$ cat src/rtl/uart_pkg.sv
// Shared definitions for the memory-mapped UART transmitter: register map,
// STATUS layout, transmit FSM states and the baud divider calculation.
`timescale 1ns/1ps
package uart_pkg;

  // Register offsets within the two-byte I/O window.
  localparam logic REG_DATA   = 1'b0;
  localparam logic REG_STATUS = 1'b1;

  // STATUS bit positions.
  localparam int ST_FULL  = 0;
  localparam int ST_EMPTY = 1;
  localparam int ST_BUSY  = 2;
  localparam int ST_OVF   = 3;

  typedef enum logic [1:0] {
    IDLE  = 2'd0,
    START = 2'd1,
    DATA  = 2'd2,
    STOP  = 2'd3
  } tx_state_t;

  typedef struct packed {
    logic [3:0] rsvd;
    logic       overflow;
    logic       busy;
    logic       empty;
    logic       full;
  } status_t;

  // Clocks per bit, rounded to nearest.
  function automatic int baud_div(input int clk_hz, input int baud);
    return (clk_hz + baud / 2) / baud;
  endfunction

endpackage

$ cat src/rtl/uart_tx_mmio_fifo.sv
// Synchronous FIFO: registered storage, combinational head, extra pointer MSB
// to tell full from empty. A push while full is accepted only alongside a pop.
`timescale 1ns/1ps
module sync_fifo #(
  parameter int WIDTH = 8,
  parameter int DEPTH = 16
) (
  input  logic             clock,
  input  logic             reset,
  input  logic             push,
  input  logic [WIDTH-1:0] wdata,
  input  logic             pop,
  output logic [WIDTH-1:0] head,
  output logic             full,
  output logic             empty
);

  localparam int AW = $clog2(DEPTH);

  logic [WIDTH-1:0] mem [DEPTH];
  logic [AW:0]      wr_ptr;
  logic [AW:0]      rd_ptr;
  logic             do_push;
  logic             do_pop;

  assign empty   = (wr_ptr == rd_ptr);
  assign full    = (wr_ptr[AW] != rd_ptr[AW]) && (wr_ptr[AW-1:0] == rd_ptr[AW-1:0]);
  assign do_pop  = pop && !empty;
  assign do_push = push && (!full || do_pop);
  assign head    = mem[rd_ptr[AW-1:0]];

  // NOTE: sequential state is assigned with <= so every flop samples pre-edge values.
  always_ff @(posedge clock) begin
    if (reset) begin
      wr_ptr <= '0;
      rd_ptr <= '0;
    end else begin
      if (do_push) wr_ptr <= wr_ptr + (AW+1)'(1);
      if (do_pop)  rd_ptr <= rd_ptr + (AW+1)'(1);
    end
  end

  // NOTE: the storage array is deliberately not reset; the pointers alone say what is valid.
  always_ff @(posedge clock) begin
    if (do_push) mem[wr_ptr[AW-1:0]] <= wdata;
  end

endmodule

$ cat src/rtl/uart_tx_mmio.sv
// Memory-mapped 8N1 UART transmitter: DATA/STATUS register decode on the CPU
// data bus, a TX byte FIFO, and the baud/shift state machine driving tx.
`timescale 1ns/1ps
module uart_tx_mmio
  import uart_pkg::*;
#(
  parameter int          CLK_HZ     = 25_000_000,
  parameter int          BAUD       = 115_200,
  parameter int          FIFO_DEPTH = 16,
  parameter logic [15:0] BASE       = 16'h1800
) (
  input  logic        clock,
  input  logic        reset,
  input  logic [15:0] address,
  input  logic [7:0]  wdata,
  input  logic        we,
  input  logic        read,
  output logic        hit,
  output logic [7:0]  rdata,
  output logic        tx,
  output logic        irq
);

  localparam int             DIV         = baud_div(CLK_HZ, BAUD);
  localparam int             CW          = (DIV > 1) ? $clog2(DIV) : 1;
  localparam logic [CW-1:0]  BAUD_RELOAD = CW'(DIV - 1);

  // ---------------------------------------------------------------- decode
  logic [15:0] offset;
  logic        sel_data;
  logic        sel_status;

  assign offset     = address - BASE;
  assign hit        = (offset[15:1] == 15'd0);
  assign sel_data   = hit && (offset[0] == REG_DATA);
  assign sel_status = hit && (offset[0] == REG_STATUS);

  // ---------------------------------------------------------------- fifo
  logic       fifo_push;
  logic       fifo_pop;
  logic [7:0] fifo_head;
  logic       fifo_full;
  logic       fifo_empty;

  assign fifo_push = we && sel_data;

  sync_fifo #(
    .WIDTH (8),
    .DEPTH (FIFO_DEPTH)
  ) u_fifo (
    .clock (clock),
    .reset (reset),
    .push  (fifo_push),
    .wdata (wdata),
    .pop   (fifo_pop),
    .head  (fifo_head),
    .full  (fifo_full),
    .empty (fifo_empty)
  );

  // ---------------------------------------------------------------- tx fsm
  tx_state_t      state, state_n;
  logic [CW-1:0]  baud_cnt, baud_n;
  logic [2:0]     bit_cnt, bit_n;
  logic [7:0]     shift, shift_n;
  logic           tx_q, tx_n;
  logic           irq_q;
  logic           overflow_flag;

  // NOTE: every always_comb output gets a default first, so no path can infer a latch.
  always_comb begin
    state_n  = state;
    baud_n   = baud_cnt;
    bit_n    = bit_cnt;
    shift_n  = shift;
    tx_n     = tx_q;
    fifo_pop = 1'b0;

    case (state)
      IDLE: begin
        tx_n = 1'b1;
        if (!fifo_empty) begin
          fifo_pop = 1'b1;
          shift_n  = fifo_head;
          tx_n     = 1'b0;
          baud_n   = BAUD_RELOAD;
          state_n  = START;
        end
      end

      START: begin
        if (baud_cnt == '0) begin
          state_n = DATA;
          tx_n    = shift[0];
          bit_n   = '0;
          baud_n  = BAUD_RELOAD;
        end else begin
          baud_n = baud_cnt - CW'(1);
        end
      end

      DATA: begin
        if (baud_cnt == '0) begin
          baud_n = BAUD_RELOAD;
          if (bit_cnt == 3'd7) begin
            state_n = STOP;
            tx_n    = 1'b1;
          end else begin
            shift_n = {1'b0, shift[7:1]};
            tx_n    = shift[1];
            bit_n   = bit_cnt + 3'd1;
          end
        end else begin
          baud_n = baud_cnt - CW'(1);
        end
      end

      STOP: begin
        if (baud_cnt == '0) begin
          // Back-to-back frames: the next start bit follows the stop bit directly.
          if (!fifo_empty) begin
            fifo_pop = 1'b1;
            shift_n  = fifo_head;
            tx_n     = 1'b0;
            baud_n   = BAUD_RELOAD;
            state_n  = START;
          end else begin
            state_n = IDLE;
          end
        end else begin
          baud_n = baud_cnt - CW'(1);
        end
      end

      default: state_n = IDLE;
    endcase
  end

  // ---------------------------------------------------------------- status
  logic ovf_set;
  logic ovf_clr;

  assign ovf_set = fifo_push && fifo_full && !fifo_pop;
  assign ovf_clr = read && sel_status;

  always_ff @(posedge clock) begin
    if (reset) begin
      state         <= IDLE;
      baud_cnt      <= '0;
      bit_cnt       <= '0;
      shift         <= '0;
      tx_q          <= 1'b1;
      irq_q         <= 1'b1;
      overflow_flag <= 1'b0;
    end else begin
      state         <= state_n;
      baud_cnt      <= baud_n;
      bit_cnt       <= bit_n;
      shift         <= shift_n;
      tx_q          <= tx_n;
      irq_q         <= (state == IDLE) && fifo_empty;
      // A new overflow in the same cycle as a STATUS read wins over the clear.
      overflow_flag <= ovf_set || (overflow_flag && !ovf_clr);
    end
  end

  status_t status;

  always_comb begin
    status          = '0;
    status.overflow = overflow_flag;
    status.busy     = (state != IDLE);
    status.empty    = fifo_empty;
    status.full     = fifo_full;
  end

  assign rdata = sel_status ? status : 8'h00;
  assign tx    = tx_q;
  assign irq   = irq_q;

endmodule

$ cat config.mk
export PLATFORM = sky130hd
export DESIGN_NAME = uart_tx_mmio
export DESIGN_NICKNAME = d
export VERILOG_FILES = /design/src/rtl/uart_pkg.sv /design/src/rtl/uart_tx_mmio_fifo.sv /design/src/rtl/uart_tx_mmio.sv
export SDC_FILE = /design/constraint.sdc
export NUM_CORES = 1
export LEC_CHECK = 0
export BUFFER_PORTS_ARGS = -buffer_cell sky130_fd_sc_hd__buf_4
export CORE_MARGIN = 2
export CORE_UTILIZATION = 47
export CTS_CLUSTER_DIAMETER = 80
export DETAILED_ROUTE_END_ITERATION = 6
export GPL_TIMING_DRIVEN = 0
export PLACE_DENSITY = 0.72
export SYNTH_ARGS = -nofsm -noshare
export SYNTH_HDL_FRONTEND = slang
export SYNTH_SLANG_ARGS = --single-unit
export TNS_END_PERCENT = 20
$ cat constraint.sdc
create_clock -name clock -period 5.9 [get_ports clock]
set_input_delay 1.18 -clock clock [delete_from_list [all_inputs] [get_ports clock]]
set_output_delay 1.18 -clock clock [all_outputs]
set_load 0.02 [all_outputs]
=== After elaboration in Yosys (flattened, before gate mapping) ===
Memories as Yosys holds them, arrays and structs flattened. A register that Yosys moved wholly into a read port is not among the register bits.
Index checks and enable logic that the tools add are counted.

* Word-level logic and storage cells: 93
* RAM bits: 128
* Memories kept: 1
* Register bits: 34

* Reductions and logical operators: 28
* Bitwise operators: 1
* Eq/ne operators: 14
* Add/subtract/negate cells: 5
* Mux-type cells: 35

{| class="wikitable"
|+ Memory list
! memory !! depth !! bits a word !! rd ports !! clocked after memory_dff !! write ports !! RTL line !! RTL
|-
| u_fifo.mem || 16 || 8 || 1 || 1 || 1 || uart_tx_mmio_fifo.sv:20 || <nowiki>logic [WIDTH-1:0] mem [DEPTH];</nowiki>
|}

{| class="wikitable"
|+ Operators by type and width
! kind !! number
|-
| $mux W8 || 7
|-
| $pmux W8 S3 || 2
|-
| $sub A16 B13 Y16 const B || 1
|-
| $logic_not A15 Y1 || 1
|-
| $ne A2 B2 Y1 const B || 7
|-
| $mux W4 || 3
|-
| $reduce_and A4 Y1 || 3
|-
| $logic_and A1 B1 Y1 || 11
|-
| $mux W1 || 11
|-
| $add A5 B1 Y5 const B || 2
|-
| $mux W2 || 5
|-
| $mux W3 || 3
|-
| $logic_not A8 Y1 || 1
|-
| $pmux W2 S4 || 1
|-
| $sub A8 B1 Y8 const B || 1
|-
| $pmux W3 S2 || 1
|-
| $eq A5 B5 Y1 || 1
|-
| $reduce_and A5 Y1 || 1
|-
| $eq A2 B2 Y1 const B || 2
|-
| $eq A4 B4 Y1 || 1
|-
| $logic_not A1 Y1 || 4
|-
| $pmux W1 S4 || 1
|-
| $reduce_bool A2 Y1 || 2
|-
| $add A3 B1 Y3 const B || 1
|-
| other kinds (9) || 10
|}

=== Logic depth before layout (Yosys ltp) ===
Gate-level depths: netlist of the first run.

* Depth in word-level cells: 9
* Depth in mapped cells: 8
* Gate-level depth less buffers: 7

=== Hierarchy ===
A second synthesis of the first run with hierarchy kept.

* Cell total of the unflattened synthesis: 459
* Area total of the unflattened synthesis: 7350.8 sq um

{| class="wikitable"
|+ By module, submodules not included
! module !! area each (sq um) !! cells each !! seq. area each (sq um) !! instances
|-
| sync_fifo || 5736.8 || 265 || 4124.0 || 1
|-
| uart_tx_mmio || 1614.0 || 194 || 480.5 || 1
|}

=== Least setup slack after synthesis of the first run ===
Ideal clock, no wire load.

* Kind: input to output
* Start point: input address[7]
* End point: output rdata[0]
* Path buffers: 1
* Cell stages on the path: 5
* Path slack: 2.332 ns
* Arrival time: 2.388 ns
* Data required time: 4.720 ns
* Cell sequence: nor4b_1 > and4_1 > clkbuf_1 > nand2_1 > nor2_1

* Word-level cells in the longest chain between the ends: 4

{| class="wikitable"
|+ Ends and longest elaborated chain
! item !! RTL line !! RTL
|-
| start: declaration || uart_tx_mmio.sv:14 || <nowiki>input logic [15:0] address,</nowiki>
|-
| $sub A16 B13 Y16 || uart_tx_mmio.sv:33 || <nowiki>assign offset = address - BASE;</nowiki>
|-
| $logic_not A15 Y1 || uart_tx_mmio.sv:34 || <nowiki>assign hit = (offset[15:1] == 15'd0);</nowiki>
|-
| net hit || uart_tx_mmio.sv:18 || <nowiki>output logic hit,</nowiki>
|-
| $logic_and A1 B1 Y1 || uart_tx_mmio.sv:36 || <nowiki>assign sel_status = hit && (offset[0] == REG_STATUS);</nowiki>
|-
| $mux W4 || uart_tx_mmio.sv:177 || <nowiki>assign rdata = sel_status ? status : 8'h00;</nowiki>
|-
| end: declaration || uart_tx_mmio.sv:19 || <nowiki>output logic [7:0] rdata,</nowiki>
|}

The timed path passes the listed nets, and every way through them passes these cells.

=== Worst setup path after layout of the first run ===
* Start point: input address[3]
* End point: output rdata[1]

* Word-level cells in the longest chain between the ends: 4

{| class="wikitable"
|+ Ends and longest elaborated chain
! item !! RTL line
|-
| $sub A16 B13 Y16 || uart_tx_mmio.sv:33
|-
| $logic_not A15 Y1 || uart_tx_mmio.sv:34
|-
| $logic_and A1 B1 Y1 || uart_tx_mmio.sv:36
|-
| $mux W4 || uart_tx_mmio.sv:177
|}

No other way between the ends.

==> flow_summary_export.csv, run 1 <==
group,metric,value,unit
floorplanning,die-area,0.0164,mm^2
logic_synthesis,synthesis.area,0.00726,mm^2
floorplanning,rows,45,
logic_synthesis,async_reset_ff_share,0,%
power,power_density,321,mW/mm^2
clocking,clk_pin_slew_worst_paths,0.06,ns
logic_synthesis,synth_common_cells,"edfxtp_1 (128), dfxtp_1 (38), nor2_1 (32)",
setup_path,slowest_delay,0.29,ns
logic_synthesis,synth_edf_count,128,
setup_path,crit_path_end_kind,"primary output",
grt,grt.total_usage,20.1,%
setup_path,path_class,"input pin to primary output",
setup_path,startpoint_type,"input pin",
logic_synthesis,yosysWarnings,0,
timing,fin_crit,3.59,ns
power,p_switching,0.647,mW
grt,grt_max_degree,17,
timing,max_slew.worst_pin.slew,0.818,ns
clocking,cts_made_buffers,17,
setup_path,cp_max_fo,5,
setup_path,cp.buffers_inverters,3,
route,vias_per_cell,5.94,
timing,rsz0062_at_grt,"no",
timing,fin_setup_tns,0,ns
power,pwr-share-seq,47.9,%
clocking,post-cts-setup-buffers,0,
route,firstDrtPassIters,5,
logic_synthesis,ys_ff_latch,166,
placement,gp_congestion,0.872,
route,drt-total-wl,15700,um
clocking,clockRootBuffer,"clkbuf_16",
clocking,cts_resized,0,
power,internal-power,2.04,mW
timing,relSlewSlack,45.2,%
clocking,clkSinkCount,166,
power,clkPwrFrac,41.6,%
grt,grt_pass1_wl,24500,um
final_layout,nFillCells,1161,
final_layout,antenna_cells,0,
placement,dp.cells,736,
clocking,insertion_delay,0.43,ns
power,power.share.combinational,10.4,%
timing,setup_viol,0,
route,num_vias,4561,
timing,finalMaxSlewViolations,0,
timing,fin_crit_sh,60.8,%
logic_synthesis,ys_types,63,
logic_synthesis,synth_area_leaders,"edfxtp_1 (53%), dfxtp_1 (10%), mux4_2 (6.2%)",
final_layout,area_growth_syn_to_layout,15.3,%
setup_path,crit_chain,"buf_4, nor4_1, and4_1, clkbuf_1, nand2_1, nor2_1, buf_4",
final_layout,drive_gt1_share,21.4,%
grt,antenna_found_initial,0,
timing,fmax,279,MHz
setup_path,crit_top_cell,"buf_4",
logic_synthesis,yosysSeqAreaShare,63.5,%
final_layout,final_nets,608,
setup_path,cp_data_arrival_time,2.41,ns
logic_synthesis,synth.largest_area_cell,"edfxtp_1",
floorplanning,ios,39,
setup_path,crit_family,"simple AND/OR/NAND/NOR gates",
floorplanning,initial_utilization,47.9,%
logic_synthesis,synth_top_cell_area_share,53.0,%
timing,hold_viol_final,0,
logic_synthesis,synth_ff_type,"edfxtp_1",
route,drcViolationCount,0,
min_path,min_path_type,"register to register",
route,wl_per_cell,20.4,um
logic_synthesis,synth_most_common_cell,"edfxtp_1",
route,drt-initial-drc-count,367,
clocking,clk_path_buf_depth,2,
clocking,cts_tree,"built",
power,irDropWorstVdd,267,uV
outcome,status,"complete, no violations",
grt,grt_pass1_vias,4474,
logic_synthesis,syn_inst,511,
logic_synthesis,avgSynthCellArea,14.2,um^2
setup_path,slowest_stage,"nor4_1",
job,max_cap_violations,0,
power,sw_frac_of_total,24.0,%
route,drtAntennaViolNets,0,
final_layout,stdcell_count,768,
setup_path,critPathRequiredTime,4.72,ns
placement,place_hpwl,10600,um
floorplanning,core_area,0.0151,mm^2
grt,grt-ovfl-total,0,
clocking,hold_buffers,0,
placement,portBuffers,34,
timing,finClkSkew,0.00975,ns
floorplanning,die_w,128,um
floorplanning,die_h,128,um
power,p_leak,2.86,nW
clocking,h-tree-depth,4,
[per-layer routing]
metal	track usage, %	wire, um	up-vias
li1	-	-	2093
met1	26.5	6750	2281
met2	33.1	7780	164
met3	3.71	821	23
met4	7.82	309	0
met5	0	0	-
[worst min-delay path, stage by stage (launching register included)]
cell and delay (ns):
dfxtp_1 0.32, nand2_1 0.05, o21ai_0 0.07
[state kept, by name, summed over array words and instances, names as in the netlist, named ones only]
name	count
u_fifo.wr_ptr	5
state	2
shift	8
u_fifo.mem	128
u_fifo.rd_ptr	5
bit_cnt	3
baud_cnt	8
overflow_flag	1
tx	1
irq	1
[logic make-up after synthesis]
family,Yosys count,synth area share (%)
AND/OR/NAND/NOR,136,10.4
other,1,0.0517
adder cells (fa/ha/maj),13,2.24
buffers and inverters,45,2.93
XOR/XNOR,8,0.966
multiplexers,54,11.1
flip-flops,166,63.5
AO/OA/AOI/OAI,88,8.92
[metrics by stage]
stage                     utilization, %  power [mW]  hold WS, ns  instance area, um^2  worst slack (ns)
after floorplan                        -        1.50        0.429                 7270              2.33
after global routing                55.2        2.77        0.504                 8370              2.18
after CTS                           55.2        2.70        0.490                 8370              2.33
final                               55.2        2.69        0.493                 8370              2.31
after global placement              51.2        1.58        0.439                 7760              2.01
after detailed placement            51.3        1.59        0.454                 7760              2.17
[cell type report]
type	count	area, um^2	share of cell area [%]
Sequential cell	166	4600	55.0
Multi-Input combinational cell	303	2450	29.3
Clock buffer	17	425	5.08
Timing Repair Buffer	34	255	3.05
Tap cell	188	235	2.81
Clock inverter	15	179	2.14
Buffer	29	153	1.82
Inverter	16	60.1	0.718
[cell usage in the layout (no fill, tap or decap), types with 6 or more instances in the layout]
master,instances
inv_1,16
clkbuf_16,17
and3_1,13
dfxtp_1,38
nand2_1,24
o21ai_0,11
clkbuf_1,15
mux4_2,20
a221oi_1,6
a31oi_1,8
nand3_1,10
edfxtp_1,128
nor3_1,10
a21oi_1,18
mux2_2,10
ha_1,13
nor2b_1,7
nor2_1,32
a311oi_1,7
mux2i_1,24
buf_4,42
[power groups by stage]
stage	combinational (mW)	sequential [mW]	clock, mW
6_report	0.281	1.29	1.12
5_1_grt	0.309	1.29	1.17
4_1_cts	0.278	1.29	1.13
3_5_place_dp	0.276	1.31	0
3_3_place_gp	0.264	1.31	0
2_1_floorplan	0.188	1.32	0
[worst paths after layout]
path | cells past startpoint | end | slack [ns] | from
worst max-delay path | 7 | rdata[1] | 2.31 | address[3]
worst max register to register | 8 | u_fifo.mem[3][6]$_DFFE_PP_ | 2.67 | baud_cnt[0]$_SDFF_PP0_
worst min register to register | 2 | shift[5]$_SDFFE_PP0P_ | 0.49 | shift[5]$_SDFFE_PP0P_
worst min-delay path | 2 | shift[5]$_SDFFE_PP0P_ | 0.49 | shift[5]$_SDFFE_PP0P_
No activity file was read; power rests on OpenSTA's default activity.
==> run 2, diff against run 1 <==
--- a/config.mk
+++ b/config.mk
@@ -11,7 +11,7 @@
 export CTS_CLUSTER_DIAMETER = 80
 export DETAILED_ROUTE_END_ITERATION = 6
 export GPL_TIMING_DRIVEN = 0
-export PLACE_DENSITY = 0.72
+export PLACE_DENSITY = 0.74
 export SYNTH_ARGS = -nofsm -noshare
 export SYNTH_HDL_FRONTEND = slang
 export SYNTH_SLANG_ARGS = --single-unit
==> constraint.sdc (replaced) <==
create_clock -name clock -period 3 [get_ports clock]
set_input_delay 0.6 -clock clock [delete_from_list [all_inputs] [get_ports clock]]
set_output_delay 0.6 -clock clock [all_outputs]
set_load 0.02 [all_outputs]
==> run 2 against run 1 <==
Effect of this change:
- total power grew 88%
- die area unchanged
- non-clock buffer count rose by 4
- utilization fell by 0.12 points
- critical path depth is 1 higher
- largest cell class unchanged
- routed wire length increased by 0.30%
- first-iteration DRC count up 17%
- global-route usage is 0.11 points lower
- cell area is 0.21% lower
- clock power is 75% higher
- critical path type is now register to register
- sequential cell count is the same
- sequential power up 97%
==> flow_summary_export.csv, run 2 (synthesized netlist as in run 1, its figures left out) <==
group,metric,value,unit
final_layout,area_growth_syn_to_layout,15.1,%
min_path,min_path_type,"register to register",
route,drtAntennaViolNets,0,
floorplanning,core_area,0.0151,mm^2
power,irDropWorstVdd,420,uV
route,firstDrtPassIters,5,
clocking,clk_pin_slew_worst_paths,0.06,ns
setup_path,path_class,"register to register",
route,drcViolationCount,0,
power,power_density,607,mW/mm^2
clocking,cts_made_buffers,17,
timing,setup_viol,0,
placement,portBuffers,34,
floorplanning,initial_utilization,47.9,%
clocking,clockRootBuffer,"clkbuf_16",
power,power.share.combinational,11.3,%
final_layout,antenna_cells,0,
route,vias_per_cell,5.97,
timing,hold_viol_final,0,
final_layout,final_nets,612,
setup_path,cp_max_fo,10,
grt,grt-ovfl-total,0,
route,drt-total-wl,15700,um
final_layout,layout_commonest_cell,"edfxtp_1",
timing,finalMaxSlewViolations,0,
power,p_switching,1.28,mW
clocking,insertion_delay,0.43,ns
job,max_cap_violations,0,
power,p_leak,2.83,nW
clocking,hold_buffers,0,
route,num_vias,4606,
timing,finClkSkew,0.00660,ns
grt,grt.total_usage,19.9,%
floorplanning,die_w,128,um
final_layout,multi_input_area,0.00248,mm^2
clocking,clk_path_buf_depth,2,
grt,grt_pass1_vias,4409,
setup_path,crit_path_end_kind,"register",
power,clkPwrFrac,38.6,%
timing,rsz0062_at_grt,"no",
final_layout,nFillCells,1178,
placement,place_hpwl,10500,um
route,wl_per_cell,20.4,um
floorplanning,ios,39,
floorplanning,die-area,0.0164,mm^2
final_layout,mostFrequentLayoutCells,"edfxtp_1 (128), buf_4 (46), dfxtp_1 (38)",
grt,antenna_found_initial,0,
setup_path,startpoint_type,"register",
timing,fin_crit_sh,95.0,%
grt,grt_max_degree,17,
floorplanning,die_h,128,um
setup_path,cp_data_arrival_time,2.95,ns
timing,relSlewSlack,39.0,%
clocking,clkSinkCount,166,
setup_path,critPathRequiredTime,3.10,ns
timing,fin_setup_tns,0,ns
route,drt-initial-drc-count,430,
grt,grt_pass1_wl,24200,um
power,sw_frac_of_total,25.3,%
timing,fmax,351,MHz
outcome,status,"complete, no violations",
final_layout,regArea,0.00460,mm^2
timing,holdWs,0.455,ns
clocking,cts_tree,"built",
placement,gp_congestion,0.869,
power,internal-power,3.78,mW
timing,fin_crit,2.85,ns
floorplanning,rows,45,
clocking,h-tree-depth,4,
power,pwr-share-seq,50.1,%
final_layout,drive_gt1_share,23.5,%
final_layout,largest_reg_flops,128,
timing,max_slew.worst_pin.slew,0.910,ns
-- run 2: cell types whose count changed in the layout (fill, tap and decap cells not counted), sizes merged --
cell / previous run / this run
buf: 48 / 51
bufinv: 3 / 0
clkinv: 7 / 4
clkinvlp: 3 / 6
clkbuf: 32 / 34
inv: 18 / 20
-- run 2: metrics by stage --
stage | instance area, um^2 | power, mW | cells | utilization [%] | setup WS (ns)
floorplan | 7270 | 2.96 | 514 | - | 0.328
global placement | 7760 | 3.10 | 736 | 51.2 | -0.348
detailed placement | 7760 | 3.12 | 736 | 51.3 | -0.134
CTS | 8310 | 5.05 | 768 | 54.8 | 0.00712
global route | 8350 | 5.23 | 772 | 55.1 | 0.00370
finish | 8350 | 5.06 | 772 | 55.1 | 0.150
-- run 2: worst max-delay path, cell delays in order, from the launching register on --
cell and delay, ns:
dfxtp_1 0.32, inv_1 0.11, ha_1 0.20, nor3b_4 0.35, a31oi_2 0.20, o211a_2 0.37, nor2_2 0.19, clkbuf_1 0.32
and3_2 0.45
-- run 2: cell type report --
class                      instances  area share, %
clock inverter                    14           1.23
sequential                       166           55.1
tap                              188           2.82
buffer                            29           1.86
timing repair buffer              38           3.42
clock buffer                      18           5.14
inverter                          16          0.719
multi-input combinational        303           29.7
-- run 2: what timing repair did --
item                                    4_1_cts  5_1_grt
gates resized for setup                       6        7
endpoints found under the setup margin       80       81
setup buffers                                 0        4
pin swaps                                     0        1
gates cloned                                  0        0
-- run 2: routing by layer --
metal  vias up  track usage (%)  share of wire [%]
li1       2103                -                  -
met3        19             3.88                6.0
met5         -                0                  0
met2       188             33.8                 51
met1      2296             25.9                 41
met4         0             6.53                1.4
-- run 2: path summary, 6_finish.rpt --
check             slack, ns                   start  cells after the start                    endpoint
setup / recovery       0.15  baud_cnt[0]$_SDFF_PP0_                      8  u_fifo.mem[2][5]$_DFFE_PP_
hold / removal         0.45   shift[7]$_SDFFE_PP0P_                      2       shift[7]$_SDFFE_PP0P_
setup reg to reg       0.15  baud_cnt[0]$_SDFF_PP0_                      8  u_fifo.mem[2][5]$_DFFE_PP_
hold reg to reg        0.45   shift[7]$_SDFFE_PP0P_                      2       shift[7]$_SDFFE_PP0P_
-- run 2: power groups by stage --
stage                     Clock [mW]  Combinational, mW  Sequential [mW]
after floorplan                    0              0.370             2.59
after global placement             0              0.516             2.58
after detailed placement           0              0.538             2.58
after CTS                       1.97              0.544             2.54
after global routing            2.07              0.623             2.54
final                           1.96              0.572             2.54
